<file path="src/rtl/tone_period_decoder.sv">
// tone_period_decoder: measures the half-period of a square-wave tone in
// prescaler ticks. Publishes the measurement on DIVISOR with a one-cycle
// DIV_VALID strobe, and reports a silent line as DIVISOR = 0.
//
// Handshake: DIV_VALID is a one-cycle strobe with no back-pressure. DIVISOR,
// SILENT and STABLE are updated in the same cycle the strobe is high, and
// they hold their values between strobes.
module tone_period_decoder #(
    parameter int PRESCALE_BITS = 13,
    parameter int DIV_WIDTH     = 15,
    parameter int TIMEOUT_TICKS = 32768
) (
    input  logic                 CLK_50MHZ,
    input  logic                 RESET,
    input  logic                 TONE_IN,
    output logic [DIV_WIDTH-1:0] DIVISOR,
    output logic                 DIV_VALID,
    output logic                 SILENT,
    output logic                 STABLE
);

    // Largest interval that fits in DIVISOR; anything longer is treated as silence.
    localparam logic [15:0] MAX_DIV   = 16'((1 << DIV_WIDTH) - 1);
    localparam logic [15:0] TIMEOUT_T = 16'(TIMEOUT_TICKS);

    typedef enum logic {
        ST_IDLE    = 1'b0,
        ST_MEASURE = 1'b1
    } state_t;

    state_t                   state_q, state_d;
    logic                     sync1_q, sync2_q, prev_q;
    logic [PRESCALE_BITS-1:0] presc_q;
    logic [15:0]              tcnt_q, tcnt_d;
    logic [DIV_WIDTH-1:0]     divisor_q, divisor_d;
    logic [DIV_WIDTH-1:0]     prev_meas_q, prev_meas_d;
    logic                     valid_q, valid_d;
    logic                     silent_q, silent_d;
    logic                     stable_q, stable_d;

    logic        edge_det;
    logic        tick;
    logic [15:0] tcnt_restart;

    assign edge_det     = sync2_q ^ prev_q;
    assign tick         = &presc_q;
    // An edge landing on a tick opens the new interval with that tick already counted.
    assign tcnt_restart = tick ? 16'd1 : 16'd0;

    // Input synchroniser, edge-history flop and free-running prescaler.
    always_ff @(posedge CLK_50MHZ) begin
        if (RESET) begin
            sync1_q <= 1'b0;
            sync2_q <= 1'b0;
            prev_q  <= 1'b0;
            presc_q <= '0;
        end else begin
            sync1_q <= TONE_IN;
            sync2_q <= sync1_q;
            prev_q  <= sync2_q;
            presc_q <= presc_q + {{(PRESCALE_BITS-1){1'b0}}, 1'b1};
        end
    end

    // Measurement state, tick counter and registered outputs.
    always_ff @(posedge CLK_50MHZ) begin
        if (RESET) begin
            state_q     <= ST_IDLE;
            tcnt_q      <= '0;
            divisor_q   <= '0;
            prev_meas_q <= '0;
            valid_q     <= 1'b0;
            silent_q    <= 1'b1;
            stable_q    <= 1'b0;
        end else begin
            state_q     <= state_d;
            tcnt_q      <= tcnt_d;
            divisor_q   <= divisor_d;
            prev_meas_q <= prev_meas_d;
            valid_q     <= valid_d;
            silent_q    <= silent_d;
            stable_q    <= stable_d;
        end
    end

    // Next-state logic: anchor on the first edge, publish on later edges, time out on silence.
    always_comb begin
        state_d     = state_q;
        tcnt_d      = tcnt_q;
        divisor_d   = divisor_q;
        prev_meas_d = prev_meas_q;
        valid_d     = 1'b0;
        silent_d    = silent_q;
        stable_d    = stable_q;

        unique case (state_q)
            ST_IDLE: begin
                tcnt_d = '0;
                if (edge_det) begin
                    tcnt_d  = tcnt_restart;
                    state_d = ST_MEASURE;
                end
            end
            ST_MEASURE: begin
                if (edge_det && tcnt_q != 16'd0 && tcnt_q <= MAX_DIV) begin
                    divisor_d   = tcnt_q[DIV_WIDTH-1:0];
                    valid_d     = 1'b1;
                    silent_d    = 1'b0;
                    stable_d    = (tcnt_q[DIV_WIDTH-1:0] == prev_meas_q);
                    prev_meas_d = tcnt_q[DIV_WIDTH-1:0];
                    tcnt_d      = tcnt_restart;
                end else if (edge_det && tcnt_q == 16'd0) begin
                    // Two edges inside one tick window: drop it, restart the interval.
                    tcnt_d = tcnt_restart;
                end else if (edge_det || tcnt_q >= TIMEOUT_T) begin
                    // Either the timeout was reached, or an edge arrived after an
                    // interval too long to publish; both mean the line went silent.
                    divisor_d   = '0;
                    valid_d     = 1'b1;
                    silent_d    = 1'b1;
                    stable_d    = 1'b0;
                    prev_meas_d = '0;
                    tcnt_d      = '0;
                    state_d     = ST_IDLE;
                end else if (tick && tcnt_q < TIMEOUT_T) begin
                    tcnt_d = tcnt_q + 16'd1;
                end
            end
            default: begin
                state_d = ST_IDLE;
                tcnt_d  = '0;
            end
        endcase
    end

    assign DIVISOR   = divisor_q;
    assign DIV_VALID = valid_q;
    assign SILENT    = silent_q;
    assign STABLE    = stable_q;

endmodule
</file>
<file path="config.mk">
export PLATFORM = sky130hd
export DESIGN_NAME = tone_period_decoder
export DESIGN_NICKNAME = d
export VERILOG_FILES = /design/src/rtl/tone_period_decoder.sv
export SDC_FILE = /design/constraint.sdc
export NUM_CORES = 1
export LEC_CHECK = 0
export BUFFER_PORTS_ARGS = -buffer_cell sky130_fd_sc_hd__clkbuf_2
export CAP_MARGIN = 40
export CORE_AREA = 4 4 88 70
export DETAILED_ROUTE_END_ITERATION = 7
export DIE_AREA = 0 0 92 74
export GPL_TIMING_DRIVEN = 1
export PLACE_DENSITY = 0.72
export SYNTH_ARGS = -nofsm -noshare
export SYNTH_HDL_FRONTEND = slang
export SYNTH_SLANG_ARGS = --single-unit
</file>
<file path="constraint.sdc">
create_clock -name CLK_50MHZ -period 2.4 [get_ports CLK_50MHZ]
set_clock_uncertainty 0.2 [all_clocks]
set_input_delay 0.48 -clock CLK_50MHZ [delete_from_list [all_inputs] [get_ports CLK_50MHZ]]
set_output_delay 0.48 -clock CLK_50MHZ [all_outputs]
set_load 0.02 [all_outputs]
</file>
# Word level (Yosys, flattened, before mapping)

Index checks and enable logic that the tools add are counted.

Flip-flop bits (word level): 51
Bits of input ports: 3
Output and inout bits: 18
Logic and storage cells: 55

$add $sub $neg: 2
Magnitude comparators: 3
Equality and inequality tests: 3
Mux-type cells: 24
Bitwise gates (word level): 2
Reduce and logical (&&, ||, !) cells: 11

Operator list:

| kind                                                                     | number |
|---|---|
| 16-bit 2-to-1 mux                                                        | 4 |
| 15-bit 2-to-1 mux                                                        | 3 |
| 16-bit case mux with 2 select lines                                      | 1 |
| 16-bit by 1-bit adder with 16-bit output (second input constant)         | 1 |
| 16-bit >= comparator (second input constant)                             | 1 |
| 16-bit by 15-bit <= comparator with 1-bit output (second input constant) | 1 |
| 16-bit zero test                                                         | 1 |
| 16-bit less-than comparator (second input constant)                      | 1 |
| 16-bit nonzero test                                                      | 1 |
| 15-bit == test                                                           | 1 |
| 1-bit 2-to-1 mux                                                         | 15 |
| 13-bit by 1-bit adder with 13-bit output (second input constant)         | 1 |
| 13-bit AND reduction                                                     | 1 |
| 5-bit by 1-bit inequality test with 1-bit output (second input constant) | 1 |
| 1-bit logical AND                                                        | 4 |
| 3-bit AND reduction                                                      | 1 |
| 2-bit inequality test (second input constant)                            | 1 |
| 1-bit case mux with 2 select lines                                       | 1 |
| 2-bit nonzero test                                                       | 1 |
| 2-bit OR reduction                                                       | 1 |
| 1-bit logical OR                                                         | 1 |
| 1-bit NOT                                                                | 1 |
| 1-bit bitwise XOR                                                        | 1 |

# Logic depth before layout (Yosys ltp)

Gate-level depths: netlist (run 1).

Depth after elaboration: 7
Mapped depth: 8
Depth with buffers taken out: 7

# Least setup slack after synthesis (run 1)

No wires, ideal clock.

Kind: register to register
From: reg tcnt_q[0]
To: reg prev_meas_q[9]
Library setup time: 0.083 ns
Arrival: 1.751 ns
Data required time: 2.117 ns
Path slack: 0.366 ns
Stages on the path, launching flop included: 9
Buffers on the path: 1
Period minus slack after synthesis: 2.034 ns
Cells stage by stage: dfxtp_1 -> inv_1 -> ha_1 -> nor4b_2 -> a41oi_1 -> and2_1 -> clkbuf_1 -> nand2_1 -> o221ai_1

Longest elaborated chain between the ends: 5
Elaborated cells on any way between the ends: 12
Classes of those cells: order compare: 2; eq/ne: 1; mux: 1; reduce/logical: 8

RTL lines:

| element                                                                                                  | line | text |
|---|---|---|
| from (decl)                                                                                              | 34   | `logic [15:0] tcnt_q, tcnt_d;` |
| from (signal assigned)                                                                                   | 77   | `tcnt_q <= tcnt_d;` |
| parallel branches: the longest is 5 deep, another holds 16-bit by 15-bit <= comparator with 1-bit output | -    |  |
| to (signal assigned)                                                                                     | 79   | `prev_meas_q <= prev_meas_d;` |
| to (decl)                                                                                                | 36   | `logic [DIV_WIDTH-1:0] prev_meas_q, prev_meas_d;` |

Several ways; the timed one is not identified.
A chain may end at the register's enable or synchronous reset.

# Worst setup path after layout (run 1)

From: reg tcnt_q[11]
To: reg prev_meas_q[4]

The elaborated chain is that of the path after synthesis.

==> results of run 1 <==
-- worst min-delay path by stage --
stage | cells past startpoint | to | start
after floorplan | 1 | presc_q[0]$_SDFF_PP0_ | presc_q[0]$_SDFF_PP0_
final | 2 | sync1_q$_SDFF_PP0_ | TONE_IN
after CTS | 2 | sync1_q$_SDFF_PP0_ | TONE_IN
after detailed placement | 1 | sync2_q$_SDFF_PP0_ | sync1_q$_SDFF_PP0_
after global placement | 1 | sync2_q$_SDFF_PP0_ | sync1_q$_SDFF_PP0_
after global routing | 2 | sync1_q$_SDFF_PP0_ | TONE_IN
-- final cells by class --
class                      count  area, um2  area share
timing repair buffer          39        243      0.0839
inverter                       7       26.3     0.00908
multi-input combinational    215       1410       0.487
tap                           75       93.8      0.0324
sequential                    51       1020       0.353
clock buffer                   8        100      0.0346
-- cell usage in the layout (no fill, tap or decap), types with 2 or more instances in the layout --
master	instances
a41oi_1	2
nor3b_1	2
nand2b_1	12
nand3_1	12
or4_1	5
xor2_1	6
a22o_1	4
nand2_1	26
clkbuf_2	20
and4_1	3
o21ai_0	5
buf_4	19
xnor2_1	26
dfxtp_1	51
nor3_1	4
and3_1	4
or3_1	5
o21a_1	3
o31ai_1	5
o221ai_1	10
inv_1	7
nor4_1	7
clkbuf_8	7
nor2b_1	6
nor2_1	25
nand4_1	7
a21oi_1	13
and2_1	2
or4b_1	10
ha_1	3
-- metal layers --
layer | up-vias | global-route usage | wire, um
met1 | 1010 | 0.244 | 2740
met4 | 0 | 0.0725 | 92
li1 | 1095 | - | -
met2 | 70 | 0.291 | 2610
met5 | - | 0 | 0
met3 | 7 | 0.0425 | 455
-- stage by stage --
step,instance area (um2),cells,util
2_1_floorplan,2560,296,-
3_3_place_gp,2790,387,0.533
3_5_place_dp,2790,387,0.533
4_1_cts,2890,395,0.553
5_1_grt,2890,395,0.553
6_report,2890,395,0.553
-- power by group --
part	switching, mW	leakage (nW)	internal (mW)	total, mW
Clock	0.277	0.0515	0.264	0.540
Combinational	0.0561	0.556	0.0379	0.0941
Sequential	0.0138	0.412	0.859	0.873
-- cells by family after synthesis --
group           count (synthesis)  synth area share
compound gates                 44             0.119
buf+inv                        30            0.0522
flops                          51             0.398
fa+ha+maj                       3            0.0146
simple gates                  136             0.307
xor+xnor                       32             0.109
==> results.sh, run 1 <==
export IMPL_status="finished clean"
export IMPL_largest_register="tcnt_q"
export IMPL_ant_nets=0
export IMPL_post_drt_via_cell_ratio=5.52
export IMPL_dieArea_mm2=0.00681
export IMPL_cts_inserted_buffers=5
export IMPL_place_congestion=0.916
export IMPL_cp_depth=5
export IMPL_critPathBufInv=1
export IMPL_r2r_end="prev_meas_q[4]$_SDFFE_PP0P_"
export IMPL_hold_buffers=0
export IMPL_core_area_mm2=0.00524
export IMPL_nFillCells=487
export IMPL_finalSetupViolCount=0
export IMPL_clk_pin_slew_worst_paths_ns=0.09
export IMPL_async_flop_share=0
export IMPL_max_slew_margin=0.693
export IMPL_synth_flop_cell="dfxtp_1"
export IMPL_post_route_min_period_ns=2.16
export IMPL_largest_reg_flops=16
export IMPL_reg_largest_list="tcnt_q: 16 flops, prev_meas_q: 15 flops, presc_q: 13 flops"
export IMPL_dp_slack_ns=0.271
export IMPL_num_rows=23
export IMPL_power_leakage_nw=1.02
export IMPL_synthesis_yosys_warnings=0
export IMPL_synth_fp_nets=302
export IMPL_min_period_over_period=0.900
export IMPL_worstPathArrival_ns=2.19
export IMPL_firstDrtPassIters=4
export IMPL_postCtsSetupRepairBufs=0
export IMPL_cts_tree="done"
export IMPL_area_growth_pct=12.8
export IMPL_synth_edff_count=0
export IMPL_drc=0
export IMPL_dpl_hpwl_um=4260
export IMPL_tns_ns=0
export IMPL_worst_slack_ns=0.240
export IMPL_yosysTopAreaCellShare=0.398
export IMPL_syn_cell_area_mm2=0.00256
export IMPL_grt_ovfl_total=0
export IMPL_slew_violations=0
export IMPL_critPathLaunchType="flip-flop"
export IMPL_grt_antenna_before_repair=0
export IMPL_synth_most_common_cell="dfxtp_1"
export IMPL_peakVddDrop_mv=0.329
export IMPL_worstRegToRegCells=5
export IMPL_cts_max_level=2
export IMPL_grt_pass1_wl_um=9820
export IMPL_initial_core_util=0.490
export IMPL_vias=2182
export IMPL_synth_area_per_cell_um2=8.67
export IMPL_reg2reg_setup_slack_ns=0.24
export IMPL_synth_largest_area_cell="dfxtp_1"
export IMPL_end_kind="flip-flop"
export IMPL_grt_max_degree=44
export IMPL_rsz0062_at_grt="false"
export IMPL_grt_usage=0.183
export IMPL_post_drt_wl_per_cell_um=14.9
export IMPL_min_path_type="in2reg"
export IMPL_cts_sinks=51
export IMPL_drive_above_1_share=0.163
export IMPL_synth_cell_type_count=39
export IMPL_die_w_um=92
export IMPL_max_stage_delay_ns=0.49
export IMPL_dr_first_iter_drc_count=107
export IMPL_die_h_um=74
export IMPL_critPathMaxFanout=7
export IMPL_synthCells=296
export IMPL_fin_nets=325
export IMPL_setup_worst_path_start="tcnt_q[11]$_SDFFE_PP0P_"
export IMPL_antennaDiodeCount=0
export IMPL_crit_required_ns=2.43
export IMPL_yosysSeqAreaShare=0.398
export IMPL_path_cells="nor4_1 -> a41oi_1 -> buf_4 -> or4b_1 -> o221ai_1"
export IMPL_crit_reg2reg_launch="tcnt_q[11]$_SDFFE_PP0P_"
export IMPL_cts_root_buffer="clkbuf_8"
export IMPL_grt_pass1_vias=2048
export IMPL_cts_resized_gates=0
export IMPL_endpoint="prev_meas_q[4]$_SDFFE_PP0P_"
export IMPL_synthTopCellsByArea="dfxtp_1, xnor2_1, or4b_1"
export IMPL_crit_path_top_delay_cell="or4b_1"
export IMPL_drv_cap=0
export IMPL_worstSetupPathType="reg2reg"
export IMPL_port_buffers=20
export IMPL_ys_seq_elements=51
export IMPL_synth_commonest_cells="dfxtp_1, nand2_1, xnor2_1, nor2_1, clkbuf_1"
export IMPL_cts_buffer_depth=2
export IMPL_whs_ns=0.189
export IMPL_finalHoldViolations=0
export IMPL_finalPower_mw=1.51
export IMPL_clk_latency_ns=0.31
export IMPL_critical_path_top_delay_family="simple AND/OR/NAND/NOR gates"
export IMPL_cellPowerDensity_mw_per_mm2=521
export IMPL_ioPinCount=21
export IMPL_worstMarginPinSlew_ns=0.458
export IMPL_wirelength_um=5890
export IMPL_max_freq_mhz=463
Note: power is estimated with default switching activity, not from simulation.
==> run 2, diff against run 1 <==
--- a/config.mk
+++ b/config.mk
@@ -8,6 +8,7 @@
 export BUFFER_PORTS_ARGS = -buffer_cell sky130_fd_sc_hd__clkbuf_2
 export CAP_MARGIN = 40
 export CORE_AREA = 4 4 88 70
+export CTS_BUF_LIST = sky130_fd_sc_hd__clkbuf_8 sky130_fd_sc_hd__clkbuf_16
 export DETAILED_ROUTE_END_ITERATION = 7
 export DIE_AREA = 0 0 92 74
 export GPL_TIMING_DRIVEN = 1
==> results.sh, run 2 (synthesis results as in run 1) <==
export IMPL_peakVddDrop_mv=0.329
export IMPL_reg_largest_list="tcnt_q: 16 flops, prev_meas_q: 15 flops, presc_q: 13 flops"
export IMPL_slew_violations=0
export IMPL_firstDrtPassIters=4
export IMPL_critPathMaxFanout=7
export IMPL_cts_sinks=51
export IMPL_worstPathArrival_ns=2.18
export IMPL_finalHoldViolations=0
export IMPL_cts_inserted_buffers=5
export IMPL_cts_root_buffer="clkbuf_8"
export IMPL_wirelength_um=5890
export IMPL_dpl_hpwl_um=4260
export IMPL_dieArea_mm2=0.00681
export IMPL_post_route_min_period_ns=2.15
export IMPL_vias=2172
export IMPL_port_buffers=20
export IMPL_cts_max_level=2
export IMPL_finalSetupViolCount=0
export IMPL_hold_buffers=0
export IMPL_fin_area_mm2=0.00289
export IMPL_core_area_mm2=0.00524
export IMPL_grt_pass1_wl_um=9820
export IMPL_max_freq_mhz=464
export IMPL_worstSetupPathType="reg2reg"
export IMPL_fin_nets=325
export IMPL_grt_usage=0.183
export IMPL_whs_ns=0.191
export IMPL_largest_reg_flops=16
export IMPL_drv_cap=0
export IMPL_dpl_cell_count=387
export IMPL_min_path_type="in2reg"
export IMPL_worstMarginPinSlew_ns=0.459
export IMPL_dp_slack_ns=0.271
export IMPL_worst_slack_ns=0.247
export IMPL_dpl_cell_area_mm2=0.00279
export IMPL_status="finished clean"
export IMPL_power_leakage_nw=1.02
export IMPL_die_h_um=74
export IMPL_grt_pass1_vias=2048
export IMPL_cellPowerDensity_mw_per_mm2=519
export IMPL_antennaDiodeCount=0
export IMPL_end_kind="flip-flop"
export IMPL_grt_ovfl_total=0
export IMPL_area_growth_pct=12.8
export IMPL_ioPinCount=21
export IMPL_dr_first_iter_drc_count=100
export IMPL_drc=0
export IMPL_initial_core_util=0.490
export IMPL_rsz0062_at_grt="false"
export IMPL_critPathLaunchType="flip-flop"
export IMPL_tns_ns=0
export IMPL_ant_nets=0
export IMPL_num_rows=23
export IMPL_min_period_over_period=0.897
export IMPL_postCtsSetupRepairBufs=0
export IMPL_crit_required_ns=2.43
export IMPL_cts_resized_gates=0
export IMPL_max_slew_margin=0.692
export IMPL_final_cell_mix="dfxtp_1, xnor2_1, nand2_1"
export IMPL_post_drt_wl_per_cell_um=14.9
export IMPL_clk_latency_ns=0.30
export IMPL_clk_pin_slew_worst_paths_ns=0.09
export IMPL_final_common_cell="dfxtp_1"
export IMPL_finalPower_mw=1.50
export IMPL_drive_above_1_share=0.163
export IMPL_fin_util=0.553
export IMPL_largest_register="tcnt_q"
export IMPL_die_w_um=92
export IMPL_cts_buffer_depth=2
export IMPL_cts_tree="done"
export IMPL_instances_no_fill=395
export IMPL_post_drt_via_cell_ratio=5.50
export IMPL_grt_max_degree=44
export IMPL_place_congestion=0.916
export IMPL_grt_antenna_before_repair=0
## run 2: cell count changes in the layout (fill, tap and decap cells not counted), sizes merged
cell,delta
clkbuf,-1
inv,+1
## run 2: power by group
part           leakage (nW)  internal [mW]  switching, mW  total (mW)
Clock                0.0557          0.259          0.276       0.535
Combinational         0.556         0.0379         0.0560      0.0940
Sequential            0.412          0.859         0.0137       0.873
## run 2: final timing paths
check	from	endpoint	slack, ns	cells after the start
worst max-delay path	tcnt_q[11]$_SDFFE_PP0P_	prev_meas_q[4]$_SDFFE_PP0P_	0.25	5
worst max register to register	tcnt_q[11]$_SDFFE_PP0P_	prev_meas_q[4]$_SDFFE_PP0P_	0.25	5
worst min register to register	sync1_q$_SDFF_PP0_	sync2_q$_SDFF_PP0_	0.24	1
worst min-delay path	TONE_IN	sync1_q$_SDFF_PP0_	0.19	2
## run 2: per-layer routing
| layer | wire length (um) | GRT usage | vias to the layer above |
|---|---|---|---|
| met5 | 0 | 0 | - |
| met4 | 106 | 0.0725 | 0 |
| met3 | 368 | 0.0425 | 10 |
| met2 | 2600 | 0.291 | 57 |
| met1 | 2820 | 0.244 | 1011 |
| li1 | - | - | 1094 |
## run 2: final cells by class
| cell class | count | area, um2 |
|---|---|---|
| fill | 487 | 2340 |
| multi-input combinational | 215 | 1410 |
| sequential | 51 | 1020 |
| timing repair buffer | 39 | 243 |
| clock buffer | 7 | 96.3 |
| tap | 75 | 93.8 |
| inverter | 7 | 26.3 |
| clock inverter | 1 | 3.75 |
## run 2: worst max-delay path, cell delays in order, from the launching register on
cell      delay, ns
dfxtp_1        0.40
nor4_1         0.46
a41oi_1        0.25
buf_4          0.20
or4b_1         0.49
o221ai_1       0.08
